[src/rtl/pattern_detector.sv]
`timescale 1ns/1ps
`default_nettype none
// +----------------------------------------------------------------------------+
// | pattern_detector: Moore serial pattern detector with match counter         |
// | Optional counter enabled by macro PATTERN_DETECTOR_COUNT_EN                |
// | Revision: 1.0                                                              |
// +----------------------------------------------------------------------------+
module pattern_detector #(
  parameter int                 PAT_LEN = 4,
  parameter logic [PAT_LEN-1:0] PATTERN = 4'b1101,
  parameter int                 OVERLAP = 1,
  parameter int                 CNT_W   = 8
) (
  input  logic                           clk,
  input  logic                           reset,
  input  logic                           P1,
  input  logic                           en,
  output logic                           z,
  output logic [$clog2(PAT_LEN+1)-1:0]   state_o,
  output logic [CNT_W-1:0]               match_count
);

  localparam int            SW     = $clog2(PAT_LEN + 1);
  localparam logic [SW-1:0] S0     = '0;
  localparam logic [SW-1:0] S_FULL = SW'(PAT_LEN);

  // Pattern bit at position idx counted from the first-received (MSB) end.
  function automatic logic pat_bit(input int idx);
    logic [PAT_LEN-1:0] t;
    t = PATTERN >> (PAT_LEN - 1 - idx);
    return t[0];
  endfunction

  // Longest pattern prefix that is a suffix of (first k pattern bits, b).
  function automatic int calc_next(input int k, input logic b);
    int   best;
    int   s;
    logic ok;
    logic sb;
    best = 0;
    if (OVERLAP == 0 && k == PAT_LEN) begin
      best = (b == pat_bit(0)) ? 1 : 0;
    end else begin
      for (int j = 1; j <= PAT_LEN; j++) begin
        if (j <= k + 1) begin
          ok = 1'b1;
          for (int i = 0; i < j; i++) begin
            s = k + 1 - j + i;
            if (s < k) sb = pat_bit(s);
            else       sb = b;
            if (sb != pat_bit(i)) ok = 1'b0;
          end
          if (ok) best = j;
        end
      end
    end
    return best;
  endfunction

  logic [SW-1:0] r_state;
  logic [SW-1:0] w_next;
  logic [SW-1:0] w_nxt0 [PAT_LEN+1];
  logic [SW-1:0] w_nxt1 [PAT_LEN+1];

  for (genvar k = 0; k <= PAT_LEN; k++) begin : g_trans
    localparam logic [SW-1:0] N0 = SW'(calc_next(k, 1'b0));
    localparam logic [SW-1:0] N1 = SW'(calc_next(k, 1'b1));
    assign w_nxt0[k] = N0;
    assign w_nxt1[k] = N1;
  end

  always_ff @(posedge clk or posedge reset) begin
    if (reset) r_state <= S0;
    else       r_state <= w_next;
  end

  always_comb begin
    w_next = r_state;
    if (en) begin
      w_next = S0;
      for (int k = 0; k <= PAT_LEN; k++) begin
        if (r_state == SW'(k)) w_next = P1 ? w_nxt1[k] : w_nxt0[k];
      end
    end
  end

  always_comb begin
    z       = (r_state == S_FULL);
    state_o = r_state;
  end

`ifdef PATTERN_DETECTOR_COUNT_EN
  logic [CNT_W-1:0] r_count;

  // Every enabled edge landing in S_FULL is a new match, including self-loops.
  always_ff @(posedge clk or posedge reset) begin
    if (reset)
      r_count <= '0;
    else if (en && (w_next == S_FULL) && (r_count != {CNT_W{1'b1}}))
      r_count <= r_count + CNT_W'(1);
  end

  assign match_count = r_count;
`else
  assign match_count = '0;
`endif

endmodule
`default_nettype wire

[config.mk]
export PLATFORM = sky130hd
export DESIGN_NAME = pattern_detector
export DESIGN_NICKNAME = d
export VERILOG_FILES = /design/src/rtl/pattern_detector.sv
export SDC_FILE = /design/constraint.sdc
export NUM_CORES = 1
export LEC_CHECK = 0
export CAP_MARGIN = 15
export CELL_PAD_IN_SITES_DETAIL_PLACEMENT = 2
export CELL_PAD_IN_SITES_GLOBAL_PLACEMENT = 2
export CORE_AREA = 2 2 39 41
export CTS_CLUSTER_SIZE = 8
export DETAILED_ROUTE_END_ITERATION = 8
export DIE_AREA = 0 0 41 43
export DONT_BUFFER_PORTS = 1
export HOLD_SLACK_MARGIN = 0.12
export PLACE_DENSITY = 0.45
export SLEW_MARGIN = 20
export SYNTH_ARGS = -nofsm -noshare
export SYNTH_HDL_FRONTEND = slang
export SYNTH_SLANG_ARGS = --single-unit
[constraint.sdc]
create_clock -name clk -period 1.07 [get_ports clk]
set_clock_uncertainty 0.1 [all_clocks]
set_input_delay 0.214 -clock clk [delete_from_list [all_inputs] [get_ports clk]]
set_output_delay 0.214 -clock clk [all_outputs]
set_load 0.02 [all_outputs]
# Word-level counts from Yosys, hierarchy flattened
# Index checks and enable logic that the tools add are counted.
# Widths: inputs -> output; s select.
dict set report classes {
  muxes 9
  reduce_logical 1
  n_eq_ne 4
}
# op n
set ops {}
lappend ops {{$mux 3} 5}
lappend ops {{$eq 3x2->1 const B} 2}
lappend ops {{$eq 3x1->1 const B} 1}
lappend ops {{$eq 3x3->1 const B} 1}
lappend ops {{$logic_not 3->1} 1}
lappend ops {{$mux 1} 3}
lappend ops {{$mux 2} 1}
dict set report totals {
  out_inout_bits 12
  inputBits 4
  reg_bits 3
}

# Logic depth before layout (Yosys ltp)
# Gate-level depths: netlist of the first run.
dict set report depth {
  ltp_word 6
  mapped_depth 2
}

# Worst setup path before layout of the first run
# No wires, ideal clock.
dict set report synth_path {
  kind {reg-to-output}
  start {register r_state[2] (netlist: state_o[2])}
  end {output port z}
  arrival_time_ns 1.063
  stages_incl_launch_ff 2
  setup_slack_ns -0.307
  cell_sequence {dfrtp_1 nor3b_1}
}
dict set report synth_between {
  elab_chain_len 1
}
# element line_no
set synth_rtl {}
lappend synth_rtl {{from (decl)} 60} ;# logic [SW-1:0] r_state;
lappend synth_rtl {{from (signal assigned)} 74} ;# else r_state <= w_next;
lappend synth_rtl {{$eq 3x3->1} 88} ;# z = (r_state == S_FULL);
lappend synth_rtl {{to (decl)} 18} ;# output logic z,
# Every way passes these cells.

# Worst setup path in the final report of the first run
dict set report layout_path {
  start {register r_state[0] (netlist: state_o[0])}
  end {output port z}
}
# The elaborated chain is that of the path after synthesis.

==> impl_summary.txt, run 1 <==
----------------------------------------------------
[Yosys]
  Dominant combinational cell family by area after synthesis ... buffers and inverters
  Simple-Gate Fraction of Synth Area ... 17.3%
  Mean post-synth cell area ... 9.26 sq um
  Sequential cell area fraction in the yosys report ... 32.4%
  Mux share of post-synthesis cell area ... 0%
  Compound-Gate Fraction of Synth Area ... 13.5%
  Post-Syn Instances ... 25
  Count of cell types in the netlist ... 13
  Synth Area in XOR/XNOR ... 7.57%
  Synth warnings ... 0
  Syn Std Cell Area ... 231 sq um
  Synthesized flop and latch total ... 3
  Synthesized-area fraction occupied by adder cells ... 0%

[Routing]
  WL final ... 551 microns
  Mean routed wirelength per cell ... 9.67 microns
  Drt drc ... 0
  ANT nets after route ... 0
  Total vias in the final route ... 206
  Routed via count divided by cell count ... 3.61
  First DRT Iteration DRCs ... 0
  Drt first pass iters ... 1

[STA]
  Final setup violating endpoints ... 6
  Unrepaired setup endpoints after global routing ... yes
  Worst hold slack across all endpoints ... 0.199 ns
  Maximum achievable frequency ... 0.793 GHz
  Max-slew violation count ... 0
  Min Clock Period, post-route ... 1.26 ns
  Final Hold Vio Count ... 0
  Final WS setup ... -0.191 ns
  Final period util ... 118%
  Fin Setup TNS ... -0.660 ns

[Worst setup path]
  Startpoint type of the worst setup path ... flop
  Count of buffering cells on the critical path with inverters included ... 0
  Critical path destination ... z
  Category of cells accounting for the largest share of critical-path delay ... flip-flops
  Start point of the critical path ... state_o[0]$_DFFE_PP0P_
  Worst setup path class ... flop to output port
  Type of element capturing the critical path ... output port
  Data required time of the critical path ... 0.76 ns
  Critical R2R Launch ... state_o[1]$_DFFE_PP0P_
  Critical Path Stages ... 1
  Endpoint of the worst register-to-register path ... state_o[0]$_DFFE_PP0P_
  Slowest cell on the critical path ... sky130_fd_sc_hd__dfrtp_2
  Flop-to-flop setup slack ... -0.09 ns
  R2r worst-path depth ... 4
  Worst-path fanout max ... 2
  Slowest Stage Delay on Critical Path ... 0.41 ns
  Ordered list of cells on the worst path ... nor3b_4
  Data arrival time at the worst-slack endpoint ... 0.95 ns

[Clock tree]
  CTS Sinks ... 3
  Clock latency on the worst-skew pair ... 0.23 ns
  Clock root cell ... sky130_fd_sc_hd__clkbuf_4
  Worst-case clock buffer depth ... 2
  CTS tree ... done
  Inserted Clock Buffers ... 3
  Number of levels in the clock H-tree ... 1
  Clock slew at reported path FFs ... 0.03 ns

[Power]
  Leakage power figure ... 0.179 nW
  Internal power ... 0.607 mW
  Net Sw Frac ... 36.2%
  Total net switching power ... 0.345 mW
  Power share of the combinational group ... 58.1%
  Sequential share of power ... 21.6%
  Clock share of power ... 20.3%
  PD cells ... 2410 mW/mm^2
  Worst IR Drop VDD ... 0.000385 V

[Status]
  Status ... complete, but fails checks
  Violations in the final reports ... negative setup slack

[Layout]
  Layout overhead on the synthesized area ... 70.8%
  Number of flip-flops in the largest register ... 3
  Antenna Cells ... 0
  Utilization of the core after routing ... 28.6%
  Proportion of layout cells with a drive suffix above 1 ... 48.8%
  Fin cells ... 57
  Final nets ... 46

[Floorplanning]
  Starting utilization of the core area ... 16.7%
  Placement row count ... 14
  IO Pins ... 16
  Die boundary height ... 43 microns
  Area inside the core boundary ... 0.00138 sq mm
  Floorplan die width ... 41 microns
  Die Area ... 0.00176 sq mm

[Job]
  Total of max-cap violations ... 0

[GRT]
  Total GRT Usage ... 6.83%
  Remaining global-route overflow ... 0
  Number of global-route vias before repair ... 204
  Maximum number of pins on one net before global-route repair ... 6
  Initial antenna violation count ... 0
  Wire length of the first global-routing pass ... 821 microns

[Placed design]
  HPWL Detailed ... 403 microns
  Routability-driven placement congestion ratio ... 0.614
  Input/output buffers ... 0
  Total instance count after detailed placement ... 44

[Worst hold path]
  Worst Hold Class ... input pin to async pin

----------------------------------------------------
[per-stage QoR]
step	power, mW	area (sq um)	setup WS, ns
final	0.952	395	-0.191
after global routing	1.02	395	-0.240
after CTS	0.844	357	-0.206
after detailed placement	0.548	263	0.0139
after global placement	0.541	263	0.0300
after floorplan	0.447	273	-0.0349
[placed cells by master (no fill, tap or decap)]
| cell type | instances |
|---|---|
| sky130_fd_sc_hd__buf_6 | 5 |
| sky130_fd_sc_hd__o2bb2ai_1 | 1 |
| sky130_fd_sc_hd__conb_1 | 8 |
| sky130_fd_sc_hd__nor3b_4 | 1 |
| sky130_fd_sc_hd__clkbuf_4 | 3 |
| sky130_fd_sc_hd__nand3_2 | 1 |
| sky130_fd_sc_hd__buf_4 | 5 |
| sky130_fd_sc_hd__o31ai_2 | 1 |
| sky130_fd_sc_hd__inv_1 | 1 |
| sky130_fd_sc_hd__dfrtp_2 | 3 |
| sky130_fd_sc_hd__dlygate4sd3_1 | 3 |
| sky130_fd_sc_hd__xnor2_2 | 1 |
| sky130_fd_sc_hd__xnor2_1 | 1 |
| sky130_fd_sc_hd__nand3b_1 | 1 |
| sky130_fd_sc_hd__nand2b_1 | 2 |
| sky130_fd_sc_hd__o21ai_1 | 2 |
| sky130_fd_sc_hd__clkbuf_1 | 1 |
| sky130_fd_sc_hd__or2b_1 | 1 |
[metal layers]
metal / wire length [microns] / vias up / part of all wire [%] / GRT usage [%]
li1: - / 98 / - / -
met1: 183 / 99 / 33 / 6.11
met2: 339 / 9 / 62 / 12.5
met3: 29 / 0 / 5.3 / 1.57
met4: 0 / 0 / 0 / 4.00
met5: 0 / - / 0 / 0
[worst min path at each step]
stage,startpoint,end,slack [ns]
floorplan,reset,state_o[0]$_DFFE_PP0P_,-0.13
global placement,reset,state_o[2]$_DFFE_PP0P_,-0.12
detailed placement,reset,state_o[2]$_DFFE_PP0P_,-0.12
CTS,reset,state_o[2]$_DFFE_PP0P_,0.20
global route,reset,state_o[0]$_DFFE_PP0P_,0.21
finish,reset,state_o[2]$_DFFE_PP0P_,0.20
[synthesized netlist by cell type (all sizes together)]
cell	n	area, sq um
buf	8	60.1
dfrtp	3	75.1
nand2b	2	12.5
o21ai	2	10.0
xnor2	2	17.5
conb	1	3.75
inv	1	3.75
nand3	1	5.00
nand3b	1	7.51
nor3b	1	7.51
o2bb2ai	1	8.76
o31ai	1	12.5
or2b	1	7.51
[logic make-up (layout without fill, tap and decap cells)]
group / count (synthesis) / count (layout)
AOI/OAI and AO/OA: 4 / 4
xor gates and xnor gates: 2 / 2
buffers and inverters: 9 / 18
DFF: 3 / 3
other: 1 / 8
and+or+nand+nor: 6 / 6
[power groups by stage]
stage / combinational (mW) / clock (mW) / sequential [mW]
CTS: 0.429 / 0.206 / 0.209
detailed placement: 0.316 / 0 / 0.232
floorplan: 0.160 / 0 / 0.287
global route: 0.596 / 0.210 / 0.213
finish: 0.553 / 0.193 / 0.206
global placement: 0.314 / 0 / 0.227
[repair_timing]
action,in CTS,in global routing
endpoints found under the hold margin,6,0
hold buffers,3,0
pin swaps,2,3
resized for setup,3,6
buffers inserted,4,2
endpoints found under the setup margin,4,7
[layout make-up]
cell class	count	area (sq um)
fillers	165	988
multi-input cells	20	143
repair buffers	13	124
flip-flops and latches	3	78.8
clock buffers	4	26.3
well taps	16	20.0
inverters	1	3.75
Note: power is estimated with default switching activity, not from simulation.
==> run 2: changes to the inputs <==
--- a/config.mk
+++ b/config.mk
@@ -9,12 +9,13 @@
 export CELL_PAD_IN_SITES_DETAIL_PLACEMENT = 2
 export CELL_PAD_IN_SITES_GLOBAL_PLACEMENT = 2
 export CORE_AREA = 2 2 39 41
+export CTS_BUF_LIST = sky130_fd_sc_hd__clkbuf_8
 export CTS_CLUSTER_SIZE = 8
 export DETAILED_ROUTE_END_ITERATION = 8
 export DIE_AREA = 0 0 41 43
 export DONT_BUFFER_PORTS = 1
 export HOLD_SLACK_MARGIN = 0.12
-export PLACE_DENSITY = 0.45
+export PLACE_DENSITY_LB_ADDON = 0.05
 export SLEW_MARGIN = 20
 export SYNTH_ARGS = -nofsm -noshare
 export SYNTH_HDL_FRONTEND = slang
==> run 2 against run 1 <==
Net effect:
- the run still ends with negative setup slack left
- power increased by 12%
- clock-buffer cell count shrank 1
- non-clock buffer count stayed put
- critical path type unchanged
- largest cell class unchanged
==> impl_summary.txt, run 2 (synthesis results as in run 1) <==
----------------------------------------------------
[Clock tree]
  Number of levels in the clock H-tree ... 1 (unchanged)
  Clock root cell ... sky130_fd_sc_hd__clkbuf_8 (was sky130_fd_sc_hd__clkbuf_4)
  CTS tree ... done (unchanged)
  Clock slew at reported path FFs ... 0.03 ns (about the same)
  Worst-case clock buffer depth ... 2 (unchanged)
  Inserted Clock Buffers ... 3 (unchanged)
  CTS Sinks ... 3 (unchanged)
  Clock latency on the worst-skew pair ... 0.22 ns (was 0.23 ns)

[STA]
  Final WS setup ... -0.185 ns (was -0.191 ns)
  Final period util ... 117% (was 118%)
  Final Hold Vio Count ... 0 (unchanged)
  Min Clock Period, post-route ... 1.25 ns (was 1.26 ns)
  Fin Setup TNS ... -0.521 ns (was -0.660 ns)
  Final setup violating endpoints ... 6 (unchanged)
  Max-slew violation count ... 0 (unchanged)
  Unrepaired setup endpoints after global routing ... yes (unchanged)
  Maximum achievable frequency ... 0.797 GHz (was 0.793 GHz)

[Routing]
  Total vias in the final route ... 209 (was 206)
  Routed via count divided by cell count ... 3.67 (was 3.61)
  WL final ... 594 microns (was 551 microns)
  First DRT Iteration DRCs ... 0 (unchanged)
  ANT nets after route ... 0 (unchanged)
  Drt drc ... 0 (unchanged)
  Mean routed wirelength per cell ... 10.4 microns (was 9.67 microns)
  Drt first pass iters ... 1 (unchanged)

[Layout]
  Utilization of the core after routing ... 29.8% (was 28.6%)
  Most frequent cells in the layout ... sky130_fd_sc_hd__conb_1, sky130_fd_sc_hd__buf_6, sky130_fd_sc_hd__buf_4, sky130_fd_sc_hd__clkbuf_8, sky130_fd_sc_hd__dfrtp_2 (was sky130_fd_sc_hd__conb_1, sky130_fd_sc_hd__buf_6, sky130_fd_sc_hd__buf_4)
  Layout overhead on the synthesized area ... 78.4% (was 70.8%)
  Final nets ... 46 (unchanged)
  Leading cell type in the layout, fill and taps excluded ... sky130_fd_sc_hd__conb_1 (unchanged)
  Antenna Cells ... 0 (unchanged)
  Proportion of layout cells with a drive suffix above 1 ... 48.8% (unchanged)
  Number of flip-flops in the largest register ... 3 (unchanged)

[Placed design]
  HPWL Detailed ... 421 microns (was 403 microns)
  Input/output buffers ... 0 (unchanged)
  Routability-driven placement congestion ratio ... 0.638 (was 0.614)

[Floorplanning]
  Starting utilization of the core area ... 16.7% (unchanged)
  Area inside the core boundary ... 0.00138 sq mm (unchanged)
  Die Area ... 0.00176 sq mm (unchanged)
  Die boundary height ... 43 microns (unchanged)
  Floorplan die width ... 41 microns (unchanged)
  IO Pins ... 16 (unchanged)
  Placement row count ... 14 (unchanged)

[Worst setup path]
  Critical Path Stages ... 1 (unchanged)
  Type of element capturing the critical path ... output port (unchanged)
  Worst-path fanout max ... 2 (unchanged)
  Slowest cell on the critical path ... sky130_fd_sc_hd__dfrtp_2 (unchanged)
  Ordered list of cells on the worst path ... nor3b_4 (unchanged)
  Startpoint type of the worst setup path ... flop (unchanged)
  Slowest Stage Delay on Critical Path ... 0.42 ns (was 0.41 ns)
  R2r worst-path depth ... 4 (unchanged)
  Count of buffering cells on the critical path with inverters included ... 0 (unchanged)
  Category of cells accounting for the largest share of critical-path delay ... flip-flops (unchanged)
  Data arrival time at the worst-slack endpoint ... 0.94 ns (was 0.95 ns)
  Data required time of the critical path ... 0.76 ns (about the same)
  Worst setup path class ... flop to output port (unchanged)

[Power]
  Leakage power figure ... 0.197 nW (was 0.179 nW)
  PD cells ... 2590 mW/mm^2 (was 2410 mW/mm^2)
  Worst IR Drop VDD ... 0.000596 V (was 0.000385 V)

[GRT]
  Initial antenna violation count ... 0 (unchanged)
  Remaining global-route overflow ... 0 (unchanged)
  Total GRT Usage ... 8.43% (was 6.83%)
  Maximum number of pins on one net before global-route repair ... 6 (unchanged)
  Wire length of the first global-routing pass ... 876 microns (was 821 microns)
  Number of global-route vias before repair ... 214 (was 204)

[Worst hold path]
  Worst Hold Class ... input pin to async pin (unchanged)

[Status]
  Violations in the final reports ... negative setup slack (unchanged)
  Status ... complete, but fails checks (unchanged)

[Job]
  Total of max-cap violations ... 0 (unchanged)

----------------------------------------------------
run 2: changes by cell type in the layout (fill, tap and decap cells not counted):
cell / delta
sky130_fd_sc_hd__clkbuf_4: -3
sky130_fd_sc_hd__clkbuf_8: +3
sky130_fd_sc_hd__clkbuf_1: -1
sky130_fd_sc_hd__dlygate4sd3_1: -1
sky130_fd_sc_hd__dlymetal6s4s_1: +1
sky130_fd_sc_hd__inv_1: +1
sky130_fd_sc_hd__o21ai_1: -1
sky130_fd_sc_hd__o21ai_2: +1
sky130_fd_sc_hd__xnor2_1: +1
sky130_fd_sc_hd__xnor2_2: -1
run 2: where the power goes:
group | internal (mW) | total (mW) | switching, mW
clock | 0.245 | 0.326 | 0.0815
combinational | 0.298 | 0.527 | 0.229
sequential | 0.162 | 0.216 | 0.0545
run 2: what timing repair did:
| action | CTS | global route |
|---|---|---|
| gates resized for setup | 8 | 2 |
| hold buffers | 3 | 0 |
| buffers inserted | 5 | 1 |
| endpoints found under the hold margin | 6 | 0 |
| pin swaps | 2 | 1 |
| endpoints found under the setup margin | 5 | 7 |
run 2: path summary, 6_finish.rpt:
path	start	endpoint	slack, ns
max	state_o[1]$_DFFE_PP0P_	z	-0.18
min	reset	state_o[1]$_DFFE_PP0P_	0.21
max reg2reg	state_o[1]$_DFFE_PP0P_	state_o[0]$_DFFE_PP0P_	-0.08
min reg2reg	state_o[2]$_DFFE_PP0P_	state_o[2]$_DFFE_PP0P_	0.55
max in group asynchronous	reset	state_o[2]$_DFFE_PP0P_	0.52
min in group clk	en	state_o[2]$_DFFE_PP0P_	0.39
run 2: final cells by class:
cell class | instances | area (sq um)
flip-flops and latches | 3 | 78.8
multi-input cells | 20 | 139
fillers | 166 | 971
inverters | 1 | 3.75
clock buffers | 3 | 41.3
repair buffers | 13 | 126
well taps | 16 | 20.0
clock inverters | 1 | 3.75
run 2: per-stage QoR:
stage | instances | worst slack [ns] | instance area [sq um] | hold WS, ns | power [mW]
after floorplan | 32 | -0.0349 | 273 | -0.132 | 0.447
after global placement | 44 | -0.00999 | 263 | -0.119 | 0.553
after detailed placement | 44 | 0.00216 | 263 | -0.118 | 0.548
after CTS | 56 | -0.193 | 403 | 0.212 | 1.06
after global routing | 57 | -0.208 | 413 | 0.228 | 1.14
final | 57 | -0.185 | 413 | 0.209 | 1.07
run 2: layer usage:
layer	wire, microns	part of all wire [%]	GRT usage [%]
met1	194	33	6.11
met2	342	58	13.8
met3	25	4.2	1.57
met4	31	5.2	12.0
met5	0	0	0
